`src/rtl/async_xing_source.sv`:
```
// Source (transmit) end of a two-phase toggle clock-domain crossing.
// A payload accepted on the enq ready/valid port is held on xing_data, then
// xing_req toggles once; the next payload is accepted only after the sink's
// xing_ack toggle has been synchronised back and matches xing_req.
// Optional feature: define ASYNC_XING_SOURCE_PARITY_EN to add xing_parity
// (even parity of xing_data, registered alongside it).
module async_xing_source #(
  parameter int unsigned WIDTH       = 32,
  parameter int unsigned SYNC_STAGES = 2
) (
  input  logic             clock,
  input  logic             reset_n,
  input  logic             enq_valid,
  output logic             enq_ready,
  input  logic [WIDTH-1:0] enq_bits,
  output logic             xing_req,
  output logic [WIDTH-1:0] xing_data,
  input  logic             xing_ack,
  output logic             busy
`ifdef ASYNC_XING_SOURCE_PARITY_EN
  ,
  output logic             xing_parity
`endif
);

  typedef enum logic [1:0] {
    S_IDLE = 2'd0,
    S_LOAD = 2'd1,
    S_WAIT = 2'd2
  } state_t;

  state_t                 r_state;
  state_t                 w_state_nxt;
  logic                   r_req;
  logic                   w_req_nxt;
  logic [WIDTH-1:0]       r_data;
  logic [WIDTH-1:0]       w_data_nxt;
  logic [SYNC_STAGES-1:0] r_ack_sync;
  logic                   w_ack_s;
  logic                   w_fire;
`ifdef ASYNC_XING_SOURCE_PARITY_EN
  logic                   r_parity;
  logic                   w_parity_nxt;
`endif

  // Ack synchroniser: xing_ack is asynchronous to clock
  always_ff @(posedge clock or negedge reset_n) begin
    if (!reset_n) begin
      r_ack_sync <= '0;
    end else begin
      r_ack_sync <= {r_ack_sync[SYNC_STAGES-2:0], xing_ack};
    end
  end

  assign w_ack_s   = r_ack_sync[SYNC_STAGES-1];
  assign enq_ready = (r_state == S_IDLE) & (w_ack_s == r_req) & reset_n;
  assign w_fire    = enq_valid & enq_ready;

  // State, request toggle and payload registers
  always_ff @(posedge clock or negedge reset_n) begin
    if (!reset_n) begin
      r_state <= S_IDLE;
      r_req   <= 1'b0;
      r_data  <= '0;
    end else begin
      r_state <= w_state_nxt;
      r_req   <= w_req_nxt;
      r_data  <= w_data_nxt;
    end
  end

`ifdef ASYNC_XING_SOURCE_PARITY_EN
  // Parity register, updated only together with the payload
  always_ff @(posedge clock or negedge reset_n) begin
    if (!reset_n) begin
      r_parity <= 1'b0;
    end else begin
      r_parity <= w_parity_nxt;
    end
  end

  assign xing_parity = r_parity;
`endif

  // Next-state: capture in IDLE, toggle req in LOAD, wait for matching ack
  always_comb begin
    w_state_nxt = r_state;
    w_req_nxt   = r_req;
    w_data_nxt  = r_data;
`ifdef ASYNC_XING_SOURCE_PARITY_EN
    w_parity_nxt = r_parity;
`endif
    case (r_state)
      S_IDLE: begin
        if (w_fire) begin
          w_data_nxt  = enq_bits;
`ifdef ASYNC_XING_SOURCE_PARITY_EN
          w_parity_nxt = ^enq_bits;
`endif
          w_state_nxt = S_LOAD;
        end
      end
      S_LOAD: begin
        // Data has had one full cycle of setup before the req edge
        w_req_nxt   = ~r_req;
        w_state_nxt = S_WAIT;
      end
      S_WAIT: begin
        if (w_ack_s == r_req) begin
          w_state_nxt = S_IDLE;
        end
      end
      default: begin
        w_state_nxt = S_IDLE;
      end
    endcase
  end

  assign xing_req  = r_req;
  assign xing_data = r_data;
  assign busy      = (r_state != S_IDLE);

endmodule

```
`config.mk`:
```
export PLATFORM = sky130hd
export DESIGN_NAME = async_xing_source
export DESIGN_NICKNAME = d
export VERILOG_FILES = /design/src/rtl/async_xing_source.sv
export SDC_FILE = /design/constraint.sdc
export NUM_CORES = 1
export LEC_CHECK = 0
export CAP_MARGIN = 0
export CORE_MARGIN = 3
export CORE_UTILIZATION = 35
export DETAILED_ROUTE_END_ITERATION = 16
export HOLD_SLACK_MARGIN = 0.12
export PLACE_DENSITY = 0.7
export SYNTH_ARGS = -nofsm -noshare
export SYNTH_HDL_FRONTEND = slang
export SYNTH_SLANG_ARGS = --single-unit
```
`constraint.sdc`:
```
create_clock -name clock -period 3.2 [get_ports clock]
set_input_delay 0.64 -clock clock [delete_from_list [all_inputs] [get_ports clock]]
set_output_delay 0.64 -clock clock [all_outputs]
set_load 0.05 [all_outputs]
```
==> results.sh, run 1 <==
export IMPL_share_seq_of_total_power=0.284
export IMPL_drt_vias_per_instance=4.51
export IMPL_critical_path_startpoint_type="register"
export IMPL_detailedRoute_firstPassIterationCount=4
export IMPL_layout_area_overhead_vs_synth_pct=53.6
export IMPL_wire_length_of_the_first_global_routing_pass_mm=5.53
export IMPL_cts_htree_levels=2
export IMPL_tritoncts="built"
export IMPL_worstSetupEndpointType="output pin"
export IMPL_route_antenna_remaining_nets=0
export IMPL_max_cap_violations=0
export IMPL_totalNegativeSetupSlack_ns=0
export IMPL_slew_viol_final=0
export IMPL_cts_root_buffer_cell="sky130_fd_sc_hd__clkbuf_8"
export IMPL_cts_max_path_buffers=2
export IMPL_power_frac_clock=0.104
export IMPL_power_report_internal_total_mw=1.58
export IMPL_timing_critical_path_to="busy"
export IMPL_drt_drc_violations_left=0
export IMPL_power_density_nw_per_um2=1260
export IMPL_synth_area_top_cells="sky130_fd_sc_hd__dfrtp_1 61%, sky130_fd_sc_hd__mux2_4 29%, sky130_fd_sc_hd__buf_6 2.2%"
export IMPL_number_of_warning_messages_in_the_yosys_log=0
export IMPL_dp_hpwl_mm=2.32
export IMPL_cp_cell_sequence="nor2_1 -> inv_1 -> clkdlybuf4s50_1"
export IMPL_initial_utilization=0.370
export IMPL_diodes=0
export IMPL_post_synth_instance_area_um2=1510
export IMPL_timing_final_crit_period_ns=2.37
export IMPL_vias_in_the_first_global_route=1050
export IMPL_clock_skew_ns=0.00379
export IMPL_io_buffers=70
export IMPL_endpoints_failing_setup=0
export IMPL_max_clock_freq_ghz=0.423
export IMPL_synth_top_area_share=0.613
export IMPL_vdd_ir_drop_max_mv=0.616
export IMPL_synth_largest_area_cell="sky130_fd_sc_hd__dfrtp_1"
export IMPL_filler_cell_count=329
export IMPL_worstSkewPairLatency_ns=0.28
export IMPL_slew_limit_headroom=0.476
export IMPL_tightestPinTransition_ns=0.785
export IMPL_die_y_um=71.7
export IMPL_final_cell_mix="68 x sky130_fd_sc_hd__clkdlybuf4s50_1, 37 x sky130_fd_sc_hd__dfrtp_1, 29 x sky130_fd_sc_hd__mux2_4"
export IMPL_post_cts_setup_buffers=0
export IMPL_post_synth_cell_area_avg_um2=18.4
export IMPL_synth_ff_latch_count=37
export IMPL_yosys_cell_types_count=12
export IMPL_worst_setup_hold_path_clk_slew_ns=0.07
export IMPL_cp_required_ns=2.56
export IMPL_reg2reg_slack_ns=1.18
export IMPL_globalplace_congestion=0.674
export IMPL_leading_cell_type_in_the_layout_fill_and_taps_excluded="sky130_fd_sc_hd__clkdlybuf4s50_1"
export IMPL_comb_power_share=0.613
export IMPL_timing_critical_path_slowest_stage_cell="sky130_fd_sc_hd__clkdlybuf4s50_1"
export IMPL_cts_repair_resize_count=0
export IMPL_critical_path_arrival_ns=1.73
export IMPL_worstHoldPathType="primary input to asynchronous set/reset pin"
export IMPL_timing_final_hold_violations=0
export IMPL_num_vias=938
export IMPL_run_status="finished, final reports clean"
export IMPL_post_route_period_util=0.739
export IMPL_net_switching_power_mw=1.34
export IMPL_syn_nets=118
export IMPL_grt_antenna_before_repair=0
export IMPL_mean_routed_wirelength_per_cell_um=15.3
export IMPL_power_share_switching=0.458
export IMPL_final_routed_wirelength_across_all_metal_layers_mm=3.19
export IMPL_core_region_area_um2=4090
export IMPL_path_class="register to output pin"
export IMPL_final_nets=193
export IMPL_placementRows=23
export IMPL_post_synth_inst_count=82
export IMPL_cts_made_buffers=5
export IMPL_top_level_ports=71
export IMPL_worst_setup_path_startpoint="r_state[0]"
export IMPL_power_leakage_nw=1.09
export IMPL_die_width_um=71.7
export IMPL_dieArea_um2=5140
export IMPL_crit_fanout=3
export IMPL_worstRegToRegCells=3
export IMPL_synth_sequential_area_ratio=0.613
export IMPL_rsz_0062_raised_after_global_routing="no"
export IMPL_drt_first_iter_violations=37
export IMPL_regToRegEndpoint="xing_data[24]"
export IMPL_rr_startpoint="xing_req"
export IMPL_cts_hold_fix_buffers=0
export IMPL_total_track_usage=0.144
export IMPL_grt_overflow_total=0
export IMPL_drive_above_1_share=0.266
export IMPL_fin_worst_hold_slack_ns=0.261
export IMPL_grt_start_max_net_pins=34
export IMPL_clock_sinks=37
export IMPL_max_stage_delay_ns=0.71
-- synth_stat cells --
cell type	count
sky130_fd_sc_hd__and3_1	1
sky130_fd_sc_hd__buf_6	3
sky130_fd_sc_hd__dfrtp_1	37
sky130_fd_sc_hd__inv_1	2
sky130_fd_sc_hd__mux2_2	3
sky130_fd_sc_hd__mux2_4	29
sky130_fd_sc_hd__nand2b_1	2
sky130_fd_sc_hd__nand4_4	1
sky130_fd_sc_hd__nor2_1	1
sky130_fd_sc_hd__o21ai_0	1
sky130_fd_sc_hd__xnor2_1	1
sky130_fd_sc_hd__xnor2_2	1
-- power groups by stage --
stage	Clock, mW	Combinational (mW)	Sequential, mW
2_1_floorplan	0	0.481	1.57
3_3_place_gp	0	1.78	0.827
3_5_place_dp	0	1.80	0.831
4_1_cts	0.315	1.81	0.831
5_1_grt	0.343	1.85	0.858
6_report	0.303	1.79	0.828
-- cell type report --
type | instances | area, um2 | share of cell area
clock buffers | 8 | 80.1 | 0.0345
inverters | 2 | 7.51 | 0.00324
multi-input cells | 40 | 543 | 0.234
flip-flops and latches | 37 | 926 | 0.399
well taps | 50 | 62.6 | 0.0270
repair buffers | 71 | 701 | 0.302
-- worst min-delay path by stage --
stage / cells after the start / from / endpoint / slack, ns
global route: 1 / reset_n / xing_data[29] / 0.27
finish: 1 / reset_n / xing_data[23] / 0.26
CTS: 1 / reset_n / r_state[0] / 0.26
floorplan: 0 / r_ack_sync[0] / r_ack_sync[1] / 0.33
global placement: 0 / r_ack_sync[0] / r_ack_sync[1] / 0.33
detailed placement: 0 / r_ack_sync[0] / r_ack_sync[1] / 0.35
-- routing by layer --
layer / up-vias / GRT usage / routed length [um]
met5: - / 0 / 0
met4: 0 / 0.0564 / 24
met3: 4 / 0.0785 / 335
met2: 47 / 0.207 / 1510
met1: 457 / 0.181 / 1320
li1: 430 / - / -
-- cell families after synthesis --
logic type / Yosys count / synth area share
and+or+nand+nor: 5 / 0.0290
buffers and inverters: 5 / 0.0273
DFF: 37 / 0.613
xor gates and xnor gates: 2 / 0.0166
AOI/OAI and AO/OA: 1 / 0.00331
muxes: 32 / 0.311
-- flip-flops by register name (all words and copies together), names as in the netlist --
register,flops
xing_data,32
r_ack_sync,2
r_state,2
xing_req,1
-- metrics by stage --
stage / cells / total power, mW / cell area (um2) / util / setup WS, ns
CTS: 208 / 2.95 / 2320 / 0.568 / 0.807
global route: 208 / 3.05 / 2320 / 0.568 / 0.724
finish: 208 / 2.92 / 2320 / 0.568 / 0.834
global placement: 200 / 2.61 / 2240 / 0.548 / 0.775
floorplan: 82 / 2.05 / 1510 / - / 1.18
detailed placement: 200 / 2.63 / 2240 / 0.548 / 0.719
-- worst max-delay path: cells and delay by family (launching register included) --
family,cells,cell delay (ns)
and+or+nand+nor,1,0.26
buffers and inverters,2,0.79
DFF,1,0.40
Note: power is estimated with default switching activity, not from simulation.
==> inputs of run 2 (changes only) <==
==> constraint.sdc (replaced) <==
create_clock -name clock -period 2.3 [get_ports clock]
set_input_delay 0.46 -clock clock [delete_from_list [all_inputs] [get_ports clock]]
set_output_delay 0.46 -clock clock [all_outputs]
set_load 0.05 [all_outputs]
==> results.sh, run 2 (synthesis gave the netlist of run 1 again) <==
export IMPL_mean_routed_wirelength_per_cell_um=15.3
export IMPL_drive_above_1_share=0.281
export IMPL_max_stage_delay_ns=0.52
export IMPL_die_y_um=71.7
export IMPL_grt_start_max_net_pins=26
export IMPL_max_reg_flops=32
export IMPL_rr_startpoint="xing_req"
export IMPL_critical_path_arrival_ns=1.72
export IMPL_path_class="primary input to output pin"
export IMPL_run_status="finished, final reports clean"
export IMPL_slew_limit_headroom=0.653
export IMPL_design_power_total_mw=4.11
export IMPL_detailedRoute_firstPassIterationCount=2
export IMPL_leading_cell_type_in_the_layout_fill_and_taps_excluded="sky130_fd_sc_hd__clkdlybuf4s50_1"
export IMPL_initial_utilization=0.370
export IMPL_fin_worst_hold_slack_ns=0.352
export IMPL_critical_path_startpoint_type="primary input"
export IMPL_critical_path_top_delay_family="buffers and inverters"
export IMPL_cts_hold_fix_buffers=1
export IMPL_drt_drc_violations_left=0
export IMPL_critPathBufInv=3
export IMPL_route_antenna_remaining_nets=0
export IMPL_worst_slack_ns=0.122
export IMPL_io_buffers=70
export IMPL_endpoints_failing_setup=0
export IMPL_cts_made_buffers=5
export IMPL_num_vias=922
export IMPL_tritoncts="built"
export IMPL_core_region_area_um2=4090
export IMPL_drt_vias_per_instance=4.39
export IMPL_vias_in_the_first_global_route=1060
export IMPL_cts_repair_resize_count=0
export IMPL_slew_viol_final=0
export IMPL_tightestPinTransition_ns=0.519
export IMPL_place_detailed_instances=202
export IMPL_dp_hpwl_mm=2.39
export IMPL_timing_hold_worst_start="r_ack_sync[0]"
export IMPL_post_cts_setup_buffers=0
export IMPL_worstSetupEndpointType="output pin"
export IMPL_totalNegativeSetupSlack_ns=0
export IMPL_max_cap_violations=0
export IMPL_worst_setup_path_startpoint="reset_n"
export IMPL_wire_length_of_the_first_global_routing_pass_mm=5.39
export IMPL_crit_fanout=15
export IMPL_clock_skew_ns=0.00451
export IMPL_timing_final_crit_period_ns=2.18
export IMPL_final_routed_wirelength_across_all_metal_layers_mm=3.22
export IMPL_worst_setup_hold_path_clk_slew_ns=0.07
export IMPL_layout_area_overhead_vs_synth_pct=56.5
export IMPL_layout_cells_non_filler=210
export IMPL_cts_htree_levels=2
export IMPL_globalplace_congestion=0.680
export IMPL_total_track_usage=0.138
export IMPL_cts_max_path_buffers=2
export IMPL_max_clock_freq_ghz=0.459
export IMPL_grt_overflow_total=0
export IMPL_cp_cell_sequence="dlygate4sd3_1 -> buf_2 -> and3_1 -> buf_12"
export IMPL_cp_required_ns=1.84
export IMPL_power_leakage_nw=1.11
export IMPL_final_nets=196
export IMPL_drt_first_iter_violations=26
export IMPL_grt_antenna_before_repair=0
export IMPL_clock_sinks=37
export IMPL_rsz_0062_raised_after_global_routing="no"
export IMPL_worstSkewPairLatency_ns=0.29
export IMPL_diodes=0
export IMPL_power_density_nw_per_um2=1740
export IMPL_timing_final_hold_violations=0
export IMPL_die_width_um=71.7
export IMPL_worstHoldPathType="register to register"
export IMPL_cts_root_buffer_cell="sky130_fd_sc_hd__clkbuf_8"
export IMPL_vdd_ir_drop_max_mv=1.03
export IMPL_top_level_ports=71
export IMPL_placementRows=23
export IMPL_dieArea_um2=5140
export IMPL_post_route_period_util=0.947
export IMPL_timing_critical_path_slowest_stage_cell="sky130_fd_sc_hd__dlygate4sd3_1"
export IMPL_preCtsSetupSlack_ns=0.454
export IMPL_final_cell_mix="68 x sky130_fd_sc_hd__clkdlybuf4s50_1, 37 x sky130_fd_sc_hd__dfrtp_1, 29 x sky130_fd_sc_hd__mux2_4"
run 2: final cells by class:
cell class	instances	area [um2]
Tap cell	50	62.6
Sequential cell	37	926
Timing Repair Buffer	74	738
Inverter	2	7.51
Multi-Input combinational cell	40	543
Fill cell	323	1720
Clock buffer	7	86.3
run 2: metal layers:
layer	vias up	track usage	share of wire
met2	46	0.208	0.45
met4	0	0.0501	0.015
met5	-	0	0
met1	437	0.169	0.43
li1	433	-	-
met3	6	0.0701	0.10
run 2: where the power goes:
part | leakage [nW] | internal [mW] | switching (mW) | total, mW
Combinational | 0.621 | 1.04 | 1.47 | 2.51
Sequential | 0.442 | 0.963 | 0.190 | 1.15
Clock | 0.0443 | 0.238 | 0.213 | 0.451
Total | 1.11 | 2.24 | 1.87 | 4.11
run 2: worst paths after layout:
path | to | cells past startpoint | slack, ns
setup / recovery | enq_ready | 4 | 0.12
min in group asynchronous | r_state[1] | 2 | 0.61
max in group asynchronous | xing_data[21] | 3 | 1.06
hold reg to reg | r_ack_sync[1] | 0 | 0.35
hold / removal | r_ack_sync[1] | 0 | 0.35
setup reg to reg | xing_data[21] | 4 | 0.75
run 2: worst register-to-register path: stages (launching register included):
cell and delay (ns):
sky130_fd_sc_hd__dfrtp_1 0.43, sky130_fd_sc_hd__xnor2_2 0.19, sky130_fd_sc_hd__nand4_4 0.11, sky130_fd_sc_hd__buf_4 0.32, sky130_fd_sc_hd__mux2_2 0.38
run 2: through the flow:
stage / area [um2] / utilization
final: 2360 / 0.578
after global routing: 2360 / 0.578
after CTS: 2360 / 0.578
after detailed placement: 2270 / 0.555
after global placement: 2270 / 0.555
after floorplan: 1510 / -
==> inputs of run 3 (changes only) <==
--- a/config.mk
+++ b/config.mk
@@ -6,6 +6,7 @@
 export NUM_CORES = 1
 export LEC_CHECK = 0
 export CAP_MARGIN = 0
+export CORE_ASPECT_RATIO = 1.5
 export CORE_MARGIN = 3
 export CORE_UTILIZATION = 35
 export DETAILED_ROUTE_END_ITERATION = 16
@@ -14,3 +15,4 @@
 export SYNTH_ARGS = -nofsm -noshare
 export SYNTH_HDL_FRONTEND = slang
 export SYNTH_SLANG_ARGS = --single-unit
+export TNS_END_PERCENT = 100
==> results.sh, run 3 (synthesis gave the netlist of run 1 again) <==
export IMPL_run_status="finished, final reports clean"
export IMPL_max_stage_delay_ns=0.71
export IMPL_num_vias=934
export IMPL_leading_cell_type_in_the_layout_fill_and_taps_excluded="sky130_fd_sc_hd__clkdlybuf4s50_1"
export IMPL_dp_hpwl_mm=2.47
export IMPL_vias_in_the_first_global_route=1111
export IMPL_placedInstanceArea_um2=2270
export IMPL_rsz_0062_raised_after_global_routing="no"
export IMPL_critPathBufInv=2
export IMPL_grt_overflow_total=0
export IMPL_worstSetupEndpointType="output pin"
export IMPL_post_route_period_util=0.953
export IMPL_timing_critical_path_slowest_stage_cell="sky130_fd_sc_hd__clkdlybuf4s50_1"
export IMPL_power_leakage_nw=1.12
export IMPL_max_clock_freq_ghz=0.456
export IMPL_gr_peak_layer="met2"
export IMPL_drt_first_iter_violations=9
export IMPL_power_frac_clock=0.135
export IMPL_wire_length_of_the_first_global_routing_pass_mm=5.70
export IMPL_placementRows=28
export IMPL_worstSkewPairLatency_ns=0.28
export IMPL_cts_root_buffer_cell="sky130_fd_sc_hd__clkbuf_8"
export IMPL_final_cell_mix="68 x sky130_fd_sc_hd__clkdlybuf4s50_1, 37 x sky130_fd_sc_hd__dfrtp_1, 29 x sky130_fd_sc_hd__mux2_4"
export IMPL_drive_above_1_share=0.281
export IMPL_power_share_switching=0.444
export IMPL_path_class="register to output pin"
export IMPL_max_cap_violations=0
export IMPL_met2_usage=0.233
export IMPL_cp_required_ns=1.84
export IMPL_tritoncts="built"
export IMPL_initial_utilization=0.372
export IMPL_slew_viol_final=0
export IMPL_total_track_usage=0.148
export IMPL_final_routed_wirelength_across_all_metal_layers_mm=3.34
export IMPL_grt_use_met3=0.0566
export IMPL_comb_power_share=0.593
export IMPL_worstHoldPathType="register to register"
export IMPL_layout_area_overhead_vs_synth_pct=58.4
export IMPL_mean_routed_wirelength_per_cell_um=16.3
export IMPL_grt_antenna_before_repair=0
export IMPL_worst_setup_hold_path_clk_slew_ns=0.07
export IMPL_critical_path_top_delay_family="buffers and inverters"
export IMPL_tightestPinTransition_ns=0.520
export IMPL_critical_path_startpoint_type="register"
export IMPL_cts_max_path_buffers=2
export IMPL_die_y_um=86.5
export IMPL_grt_start_max_net_pins=27
export IMPL_diodes=0
export IMPL_top_level_ports=71
export IMPL_drt_vias_per_instance=4.56
export IMPL_slew_limit_headroom=0.652
export IMPL_timing_final_crit_period_ns=2.19
export IMPL_clock_sinks=37
export IMPL_timing_final_hold_violations=0
export IMPL_power_density_nw_per_um2=1770
export IMPL_die_width_um=59.6
export IMPL_cp_cell_sequence="nor2_1 -> inv_1 -> clkdlybuf4s50_1"
export IMPL_finish_instance_area_um2=2390
export IMPL_globalplace_congestion=0.693
export IMPL_fin_worst_hold_slack_ns=0.357
export IMPL_share_seq_of_total_power=0.273
export IMPL_critical_path_arrival_ns=1.73
export IMPL_endpoints_failing_setup=0
export IMPL_dieArea_um2=5160
export IMPL_final_nets=195
export IMPL_max_reg_flops=32
export IMPL_net_switching_power_mw=1.88
export IMPL_power_report_internal_total_mw=2.36
export IMPL_cts_htree_levels=2
export IMPL_clock_skew_ns=0.00401
export IMPL_core_region_area_um2=4060
export IMPL_vdd_ir_drop_max_mv=1.16
export IMPL_route_antenna_remaining_nets=0
export IMPL_reg2reg_slack_ns=0.62
export IMPL_crit_fanout=3
export IMPL_grtUsageMet1=0.184
export IMPL_cts_made_buffers=5
export IMPL_io_buffers=70
export IMPL_totalNegativeSetupSlack_ns=0
export IMPL_detailedRoute_firstPassIterationCount=4
export IMPL_drt_drc_violations_left=0
run 3: cell count changes in the layout (fill, tap and decap cells not counted), sizes merged:
cell | previous run | this run
buf | 5 | 4
bufinv | 0 | 1
run 3: final cells by class:
class	count	area, um2
clock buffer	7	86.3
clock inverter	1	30.0
fill	334	1670
inverter	2	7.51
multi-input combinational	40	543
sequential	37	926
tap	45	56.3
timing repair buffer	73	743
run 3: power by group through the flow:
stage          logic [mW]  clock network, mW  registers [mW]
2_1_floorplan       0.670                  0            2.18
3_3_place_gp         2.50                  0            1.15
3_5_place_dp         2.54                  0            1.16
4_1_cts              2.54              0.594            1.16
5_1_grt              2.61              0.628            1.21
6_report             2.52              0.572            1.16
run 3: timing repair:
item	CTS	global route
hold buffers	1	0
setup buffers	0	0
endpoints found under the hold margin	11	0
gates resized for setup	0	0
run 3: metal layers:
layer / part of all wire / vias up / wire length, um
met5: 0 / - / 0
met4: 0.018 / 0 / 59
met3: 0.093 / 5 / 311
met2: 0.49 / 49 / 1640
met1: 0.40 / 447 / 1320
li1: - / 433 / -
run 3: final timing paths:
check	endpoint	cells past startpoint	startpoint
max in group asynchronous	xing_data[5]	3	reset_n
worst min-delay path	r_ack_sync[1]	0	r_ack_sync[0]
worst max register to register	xing_data[3]	4	xing_req
min in group asynchronous	r_ack_sync[1]	2	reset_n
worst max-delay path	busy	3	r_state[0]
worst min register to register	r_ack_sync[1]	0	r_ack_sync[0]
run 3: worst reg2reg max path, cell delays in order, from the launching register on:
cell and delay, ns:
sky130_fd_sc_hd__dfrtp_1 0.43, sky130_fd_sc_hd__xnor2_2 0.27, sky130_fd_sc_hd__nand4_4 0.28, sky130_fd_sc_hd__buf_12 0.28
sky130_fd_sc_hd__mux2_4 0.32
run 3: metrics by stage:
stage                     worst slack, ns  instances   util  power, mW
after detailed placement            0.349        196  0.558       3.70
final                               0.109        205  0.589       4.24
after global placement              0.382        196  0.558       3.65
after floorplan                     0.457         82      -       2.85
after global routing               0.0187        205  0.589       4.45
after CTS                          0.0822        205  0.589       4.30
